==> src/rtl/fetch_ifid_stage_if.sv <==
// Fetch-stage bundle: icache request/response, hazard controls, EX redirect and IF/ID outputs.
interface fetch_ifid_stage_if;
  logic        ihit;
  logic [31:0] imemload;
  logic        imemREN;
  logic [31:0] imemaddr;
  logic        h_pcen;
  logic        ifid_pause;
  logic        redirect;
  logic [31:0] redirect_pc;
  logic [31:0] ifid_instr;
  logic [31:0] ifid_npc;
  logic        ifid_valid;
  logic        fetch_halted;

  // The fetch stage drives the icache request and the IF/ID outputs.
  modport master (
    input  ihit, imemload, h_pcen, ifid_pause, redirect, redirect_pc,
    output imemREN, imemaddr, ifid_instr, ifid_npc, ifid_valid, fetch_halted
  );

  // The surrounding core: icache, hazard unit, EX and decode.
  modport slave (
    output ihit, imemload, h_pcen, ifid_pause, redirect, redirect_pc,
    input  imemREN, imemaddr, ifid_instr, ifid_npc, ifid_valid, fetch_halted
  );
endinterface

==> src/rtl/fetch_ifid_stage.sv <==
// Instruction fetch with PC, one-entry hold buffer and IF/ID pipeline latch.
module fetch_ifid_stage #(
  parameter logic [31:0] PC_INIT = 32'h0000_0000,
  parameter logic [5:0]  HALT_OP = 6'b111111
) (
  input  logic               clk,
  input  logic               rst,
  fetch_ifid_stage_if.master bus
);

  localparam int unsigned XLEN   = 32;
  localparam int unsigned OP_MSB = 31;
  localparam int unsigned OP_LSB = 26;

  typedef enum logic [1:0] {
    FETCH  = 2'd0,
    HOLD   = 2'd1,
    HALTED = 2'd2
  } state_t;

  state_t            state, state_n;
  logic [XLEN-1:0]   pc, pc_n;
  logic [XLEN-1:0]   ifid_instr, ifid_instr_n;
  logic [XLEN-1:0]   ifid_npc, ifid_npc_n;
  logic              ifid_valid, ifid_valid_n;
  logic              fetch_halted, fetch_halted_n;
  logic [XLEN-1:0]   hold_instr, hold_instr_n;
  logic [XLEN-1:0]   hold_npc, hold_npc_n;

  logic              adv;
  logic [XLEN-1:0]   pc_plus4;
  logic              ifid_we;
  logic [XLEN-1:0]   wr_instr;
  logic [XLEN-1:0]   wr_npc;

  // State and pipeline registers; reset discards any buffered word.
  always_ff @(posedge clk or posedge rst) begin
    if (rst) begin
      state        <= FETCH;
      pc           <= PC_INIT;
      ifid_instr   <= '0;
      ifid_npc     <= '0;
      ifid_valid   <= 1'b0;
      fetch_halted <= 1'b0;
      hold_instr   <= '0;
      hold_npc     <= '0;
    end else begin
      state        <= state_n;
      pc           <= pc_n;
      ifid_instr   <= ifid_instr_n;
      ifid_npc     <= ifid_npc_n;
      ifid_valid   <= ifid_valid_n;
      fetch_halted <= fetch_halted_n;
      hold_instr   <= hold_instr_n;
      hold_npc     <= hold_npc_n;
    end
  end

  // Next-state logic: redirect flushes, then halt, then normal fetch/hold handling.
  always_comb begin
    state_n        = state;
    pc_n           = pc;
    ifid_instr_n   = ifid_instr;
    ifid_npc_n     = ifid_npc;
    ifid_valid_n   = ifid_valid;
    fetch_halted_n = fetch_halted;
    hold_instr_n   = hold_instr;
    hold_npc_n     = hold_npc;
    adv            = bus.h_pcen & ~bus.ifid_pause;
    pc_plus4       = pc + XLEN'(4);
    ifid_we        = 1'b0;
    wr_instr       = '0;
    wr_npc         = '0;

    if (bus.redirect && (state != HALTED)) begin
      pc_n         = {bus.redirect_pc[XLEN-1:2], 2'b00};
      ifid_instr_n = '0;
      ifid_valid_n = 1'b0;
      hold_instr_n = '0;
      hold_npc_n   = '0;
      state_n      = FETCH;
    end else begin
      unique case (state)
        FETCH: begin
          if (bus.ihit) begin
            if (adv) begin
              ifid_we  = 1'b1;
              wr_instr = bus.imemload;
              wr_npc   = pc_plus4;
              pc_n     = pc_plus4;
            end else begin
              hold_instr_n = bus.imemload;
              hold_npc_n   = pc_plus4;
              state_n      = HOLD;
            end
          end else if (!bus.ifid_pause) begin
            ifid_instr_n = '0;
            ifid_valid_n = 1'b0;
          end
        end
        HOLD: begin
          if (adv) begin
            ifid_we  = 1'b1;
            wr_instr = hold_instr;
            wr_npc   = hold_npc;
            pc_n     = pc_plus4;
            state_n  = FETCH;
          end
        end
        HALTED: begin
          if (!bus.ifid_pause) begin
            ifid_instr_n = '0;
            ifid_valid_n = 1'b0;
          end
        end
        default: state_n = FETCH;
      endcase

      // Latching a halt opcode stops fetch for good.
      if (ifid_we) begin
        ifid_instr_n = wr_instr;
        ifid_npc_n   = wr_npc;
        ifid_valid_n = 1'b1;
        if (wr_instr[OP_MSB:OP_LSB] == HALT_OP) begin
          state_n        = HALTED;
          fetch_halted_n = 1'b1;
        end
      end
    end
  end

  // A request is issued only while waiting on the icache and not being flushed.
  assign bus.imemREN      = (state == FETCH) & ~bus.redirect;
  assign bus.imemaddr     = pc;
  assign bus.ifid_instr   = ifid_instr;
  assign bus.ifid_npc     = ifid_npc;
  assign bus.ifid_valid   = ifid_valid;
  assign bus.fetch_halted = fetch_halted;

endmodule

==> src/flat_wrapper.sv <==
// flat-port wrapper written by rule: the top's interface ports become plain ports
module fetch_ifid_stage_flat 
#(
  parameter logic [31:0] PC_INIT = 32'h0000_0000,
  parameter logic [5:0]  HALT_OP = 6'b111111
)
  (clk, rst, bus_ihit, bus_imemload, bus_h_pcen, bus_ifid_pause, bus_redirect, bus_redirect_pc, bus_imemREN, bus_imemaddr, bus_ifid_instr, bus_ifid_npc, bus_ifid_valid, bus_fetch_halted);
  fetch_ifid_stage_if bus_i ();
  input  logic clk;
  input  logic rst;
  input wire logic [$bits(bus_i.ihit)-1:0] bus_ihit;
  input wire logic [$bits(bus_i.imemload)-1:0] bus_imemload;
  input wire logic [$bits(bus_i.h_pcen)-1:0] bus_h_pcen;
  input wire logic [$bits(bus_i.ifid_pause)-1:0] bus_ifid_pause;
  input wire logic [$bits(bus_i.redirect)-1:0] bus_redirect;
  input wire logic [$bits(bus_i.redirect_pc)-1:0] bus_redirect_pc;
  output wire logic [$bits(bus_i.imemREN)-1:0] bus_imemREN;
  output wire logic [$bits(bus_i.imemaddr)-1:0] bus_imemaddr;
  output wire logic [$bits(bus_i.ifid_instr)-1:0] bus_ifid_instr;
  output wire logic [$bits(bus_i.ifid_npc)-1:0] bus_ifid_npc;
  output wire logic [$bits(bus_i.ifid_valid)-1:0] bus_ifid_valid;
  output wire logic [$bits(bus_i.fetch_halted)-1:0] bus_fetch_halted;
  assign bus_i.ihit = bus_ihit;
  assign bus_i.imemload = bus_imemload;
  assign bus_i.h_pcen = bus_h_pcen;
  assign bus_i.ifid_pause = bus_ifid_pause;
  assign bus_i.redirect = bus_redirect;
  assign bus_i.redirect_pc = bus_redirect_pc;
  assign bus_imemREN = bus_i.imemREN;
  assign bus_imemaddr = bus_i.imemaddr;
  assign bus_ifid_instr = bus_i.ifid_instr;
  assign bus_ifid_npc = bus_i.ifid_npc;
  assign bus_ifid_valid = bus_i.ifid_valid;
  assign bus_fetch_halted = bus_i.fetch_halted;
  fetch_ifid_stage #(.PC_INIT(PC_INIT), .HALT_OP(HALT_OP)) u_core (.clk(clk), .rst(rst), .bus(bus_i));
endmodule
==> config.mk <==
export PLATFORM = sky130hd
export DESIGN_NAME = fetch_ifid_stage_flat
export DESIGN_NICKNAME = d
export VERILOG_FILES = /design/src/rtl/fetch_ifid_stage_if.sv /design/src/rtl/fetch_ifid_stage.sv /design/src/flat_wrapper.sv
export SDC_FILE = /design/constraint.sdc
export NUM_CORES = 1
export LEC_CHECK = 0
export CORE_UTILIZATION = 55
export CTS_CLUSTER_SIZE = 16
export DETAILED_ROUTE_END_ITERATION = 10
export HOLD_SLACK_MARGIN = 0.12
export MAX_ROUTING_LAYER = met4
export PLACE_DENSITY_LB_ADDON = 0.2
export SETUP_SLACK_MARGIN = 0.02
export SLEW_MARGIN = 20
export SYNTH_ARGS = -nofsm -noshare
export SYNTH_HDL_FRONTEND = slang
export SYNTH_SLANG_ARGS = --single-unit
==> constraint.sdc <==
create_clock -name clk -period 14.1 [get_ports clk]
set_input_delay 2.82 -clock clk [delete_from_list [all_inputs] [get_ports clk]]
set_output_delay 2.82 -clock clk [all_outputs]
set_load 0.03 [all_outputs]
======== After elaboration in Yosys (flattened, before gate mapping) ========
Index checks and enable logic that the tools add are counted.
cells by class
  eq/ne operators ......................... 7
  reductions and logical operators ........ 11
  multiplexer cells ....................... 42
  bitwise gates (word level) .............. 5
  add/sub/neg operators ................... 1
operator list
  cell                     number
  $mux W32                 22
  $pmux W32 S2             4
  $add A32 B3 Y32 const B  1
  $mux W2                  6
  $mux W1                  7
  $eq A6 B6 Y1 const B     1
  $pmux W2 S3              1
  $reduce_and A2 Y1        3
  $reduce_and A3 Y1        2
  $ne A2 B2 Y1 const B     2
  $ne A4 B2 Y1 const B     1
  $pmux W1 S2              2
  $reduce_bool A2 Y1       2
  $reduce_bool A4 Y1       1
  $ne A3 B2 Y1 const B     1
  $not A1 Y1               3
  $reduce_bool A3 Y1       1
  $and A1 B1 Y1            2
  $eq A2 B1 Y1 const B     1
  $eq A2 B2 Y1 const B     1
  $logic_not A2 Y1         1
  $logic_and A1 B1 Y1      1
storage, ports and cells
  output and inout port bits .............. 99
  bits in registers ....................... 164
  input bits .............................. 70
  logic and storage cells ................. 74

======== Depth between registers and ports, before layout ========
  word-level depth ........................ 10
  gate-level depth with buffers ........... 8
  mapped depth without buffers ............ 6

======== Least setup slack after synthesis ========
OpenSTA, ideal clock, no wires.
  path kind ............................... input to output
  start point ............................. input bus_redirect
  end point ............................... output bus_imemREN
  data arrival time ....................... 3.637 ns
  buffers on the path ..................... 1
  slack ................................... 7.643 ns
  cell stages on the path ................. 3
  path through ............................ buf_2 or2_1 nor2_1
on the way
  cells in the longest elaborated chain, start to end .. 2
ends and longest elaborated chain
  element        RTL line                 text
  from (decl)    flat_wrapper.sv:15       input wire logic [$bits(bus_i.redirect)-1:0] bus_redirect;
  $not A1 Y1     fetch_ifid_stage.sv:133  assign bus.imemREN = (state == FETCH) & ~bus.redirect;
  $and A1 B1 Y1  fetch_ifid_stage.sv:133
  to (decl)      flat_wrapper.sv:17       output wire logic [$bits(bus_i.imemREN)-1:0] bus_imemREN;
No other way between the ends.

======== Worst setup path in the final report ========
Same ends and word-level chain as after synthesis.

==> flow_summary.json <==
{
  "status": "finished clean",
  "reg2reg_from": "u_core.state[0]",
  "synth_area_per_cell_um2": 10.3,
  "core_area_mm2": 0.0133,
  "die_w_um": 119,
  "synth_top_cells_by_count": "dfrtp_1, nand2_1, nor2_1, o21ai_0, clkbuf_1",
  "synth_edf_count": 0,
  "hold_viol": 0,
  "slew_violations": 0,
  "initial_utilization_pct": 56.7,
  "clock.fmax_mhz": 131,
  "endpoint_kind": "output port",
  "r2r_end": "u_core.bus.imemaddr[30]",
  "dieArea_mm2": 0.0142,
  "cp.arrival_ns": 4.78,
  "netlist.area_leader.share_pct": 53.1,
  "area_delta_synth_final_pct": 30.8,
  "multi_input_area_mm2": 0.00332,
  "drt-pass1-iter-count": 6,
  "tritoncts": "yes",
  "peakVddDrop_mv": 0.0806,
  "holdWs_ns": 0.485,
  "ff_latch_area_mm2": 0.00400,
  "antenna_found_initial": 0,
  "crit_end": "bus_imemREN",
  "power.density_mw_per_mm2": 131,
  "htree_levels": 4,
  "critical_path_class": "input port to output port",
  "regToRegSetupSlack_ns": 11.14,
  "stdcell_count": 1050,
  "portBuffers": 164,
  "max_stage_delay_ns": 0.72,
  "startpoint_type": "input port",
  "crit_slowest_cell": "clkdlybuf4s50_1",
  "drt_iter0_markers": 705,
  "syn_area_mm2": 0.00753,
  "hpwl_mm": 13.4,
  "hold_buffers": 0,
  "io_pins": 169,
  "grt-ovfl-total": 0,
  "antenna_cells": 0,
  "hold_depth": 1,
  "path_buf_inv": 2,
  "finalCritPeriodShare_pct": 53.9,
  "drive_above_1_share_pct": 7.55,
  "ant_nets": 0,
  "drv_cap": 0,
  "max_slew_margin_pct": 38.3,
  "nets": 935,
  "cts.sinks": 160,
  "worstHoldPathType": "register to register",
  "rsz0062_at_grt": "no",
  "via_per_inst": 6.37,
  "crit_chain": "clkdlybuf4s50_1, or2_1, nor2_1, clkdlybuf4s50_1",
  "async_flop_share_pct": 100,
  "synth.area.top_cells": "dfrtp_1, a22o_1, a22oi_1",
  "cts-root-buf": "clkbuf_16",
  "critical_path_peak_fanout": 10,
  "crit_path_frequent_cell": "clkdlybuf4s50_1",
  "cts.clk_slew.worst_paths_ns": 0.06,
  "r2r_cells": 6,
  "place_congestion": 0.872,
  "setup.worst_path.start": "bus_redirect",
  "cts_buffers": 17,
  "postCtsSetupBuffers": 0,
  "syn_inst": 729,
  "setup_violations": 0,
  "rows": 42,
  "clockBufferDepth": 2,
  "insertion_delay_ns": 0.42,
  "critical_path_depth": 4,
  "grt_pass1_wl_mm": 33.4,
  "yosysTopAreaCell": "dfrtp_1",
  "vias": 6693,
  "worst_pin_slew_ns": 0.923,
  "die_y_um": 119,
  "post-synth-top-count-cell": "dfrtp_1",
  "ctsResizeCount": 0,
  "setup_tns_ns": 0,
  "track_usage_pct": 31.1,
  "critical-path-top-delay-family": "buffers and inverters",
  "synth_flop_cell": "dfrtp_1",
  "cp.required_ns": 11.28,
  "yosysSeqAreaShare_pct": 53.1,
  "synth-seq-cells": 160,
  "post-route-drc-count": 0,
  "fin_skew_ns": 0.00754,
  "period_needed_ns": 7.60,
  "leakage_nw": 4.08,
  "fillers": 930,
  "dp.cells": 1020,
  "first_global_vias": 6527,
  "yosys_warnings": 0,
  "grt_max_degree": 83,
  "avgRoutedWirePerCell_um": 20.1,
  "synth.distinct_cells": 64,
  "wirelength_mm": 21.1
}
[stage by stage]
stage,setup slack (ns),utilization [%],instance area (um^2),total power [mW]
finish,6.50,74.1,9860,1.29
global route,6.45,74.1,9860,1.34
CTS,6.52,73.9,9830,1.29
detailed placement,6.50,69.8,9280,0.862
global placement,6.58,69.8,9280,0.853
floorplan,6.96,-,7540,0.730
[cells in the final DEF, fill, tap and decap left out, types with 5 or more instances in the layout]
master | Yosys | routed
buf_4 | 8 | 11
nor3_1 | 9 | 9
o21ai_0 | 51 | 51
a22o_1 | 36 | 36
nand2_1 | 73 | 72
dfrtp_1 | 160 | 160
nand3_1 | 17 | 17
xnor2_1 | 18 | 18
a31oi_1 | 7 | 7
xor2_1 | 9 | 9
o22ai_1 | 19 | 19
clkdlybuf4s50_1 | 0 | 164
nor4_4 | 4 | 5
o21a_1 | 9 | 9
a21o_1 | 8 | 8
clkbuf_16 | 0 | 17
a22oi_1 | 38 | 38
nor2_1 | 54 | 54
a2bb2oi_1 | 5 | 5
a21oi_1 | 36 | 36
o2bb2ai_1 | 32 | 32
nor4_1 | 7 | 7
[final cells by class]
class	count	share of cell area [%]
inverters	2	0.127
multi-input cells	507	33.7
flip-flops and latches	160	40.6
well taps	176	2.23
repair buffers	176	17.8
clock inverters	6	0.597
clock buffers	23	4.95
[metal layers]
| layer | global-route usage (%) | share of wire [%] | up-vias |
|---|---|---|---|
| met5 | - | 0 | - |
| met4 | 14.6 | 2.8 | 0 |
| met3 | 5.75 | 7.2 | 51 |
| met2 | 47.3 | 49 | 328 |
| met1 | 40.6 | 42 | 3346 |
| li1 | - | - | 2968 |
[power by group]
| part | total [mW] | switching [mW] | leakage, nW | internal [mW] |
|---|---|---|---|---|
| Clock | 0.434 | 0.176 | 0.275 | 0.258 |
| Sequential | 0.557 | 0.0498 | 2.08 | 0.507 |
| Combinational | 0.303 | 0.177 | 1.73 | 0.126 |
[registers in the layout (all words and copies together), names as in the netlist]
register / cells
u_core.bus.fetch_halted: 1
u_core.bus.ifid_instr: 32
u_core.bus.ifid_npc: 31
u_core.bus.ifid_valid: 1
u_core.bus.imemaddr: 30
u_core.hold_instr: 32
u_core.hold_npc: 31
u_core.state: 2
[cells by family (layout without fill, tap and decap cells)]
logic type                 after synthesis  after routing  synth area share (%)
AOI/OAI and AO/OA                      262            262                  24.1
and+or+nand+nor                        215            215                  15.7
DFF                                    160            160                  53.1
buffers and inverters                   63            207                  3.69
xor gates and xnor gates                27             27                  3.14
adders and majority gates                1              1                 0.166
other                                    1              2                0.0498
[worst min-delay path by stage]
stage,from,end
2_1_floorplan,u_core.hold_npc[14],u_core.hold_npc[14]
3_3_place_gp,u_core.bus.fetch_halted,u_core.bus.fetch_halted
3_5_place_dp,u_core.bus.fetch_halted,u_core.bus.fetch_halted
4_1_cts,u_core.bus.fetch_halted,u_core.bus.fetch_halted
5_1_grt,u_core.bus.fetch_halted,u_core.bus.fetch_halted
6_report,u_core.bus.fetch_halted,u_core.bus.fetch_halted
(Power assumes the default switching activity.)
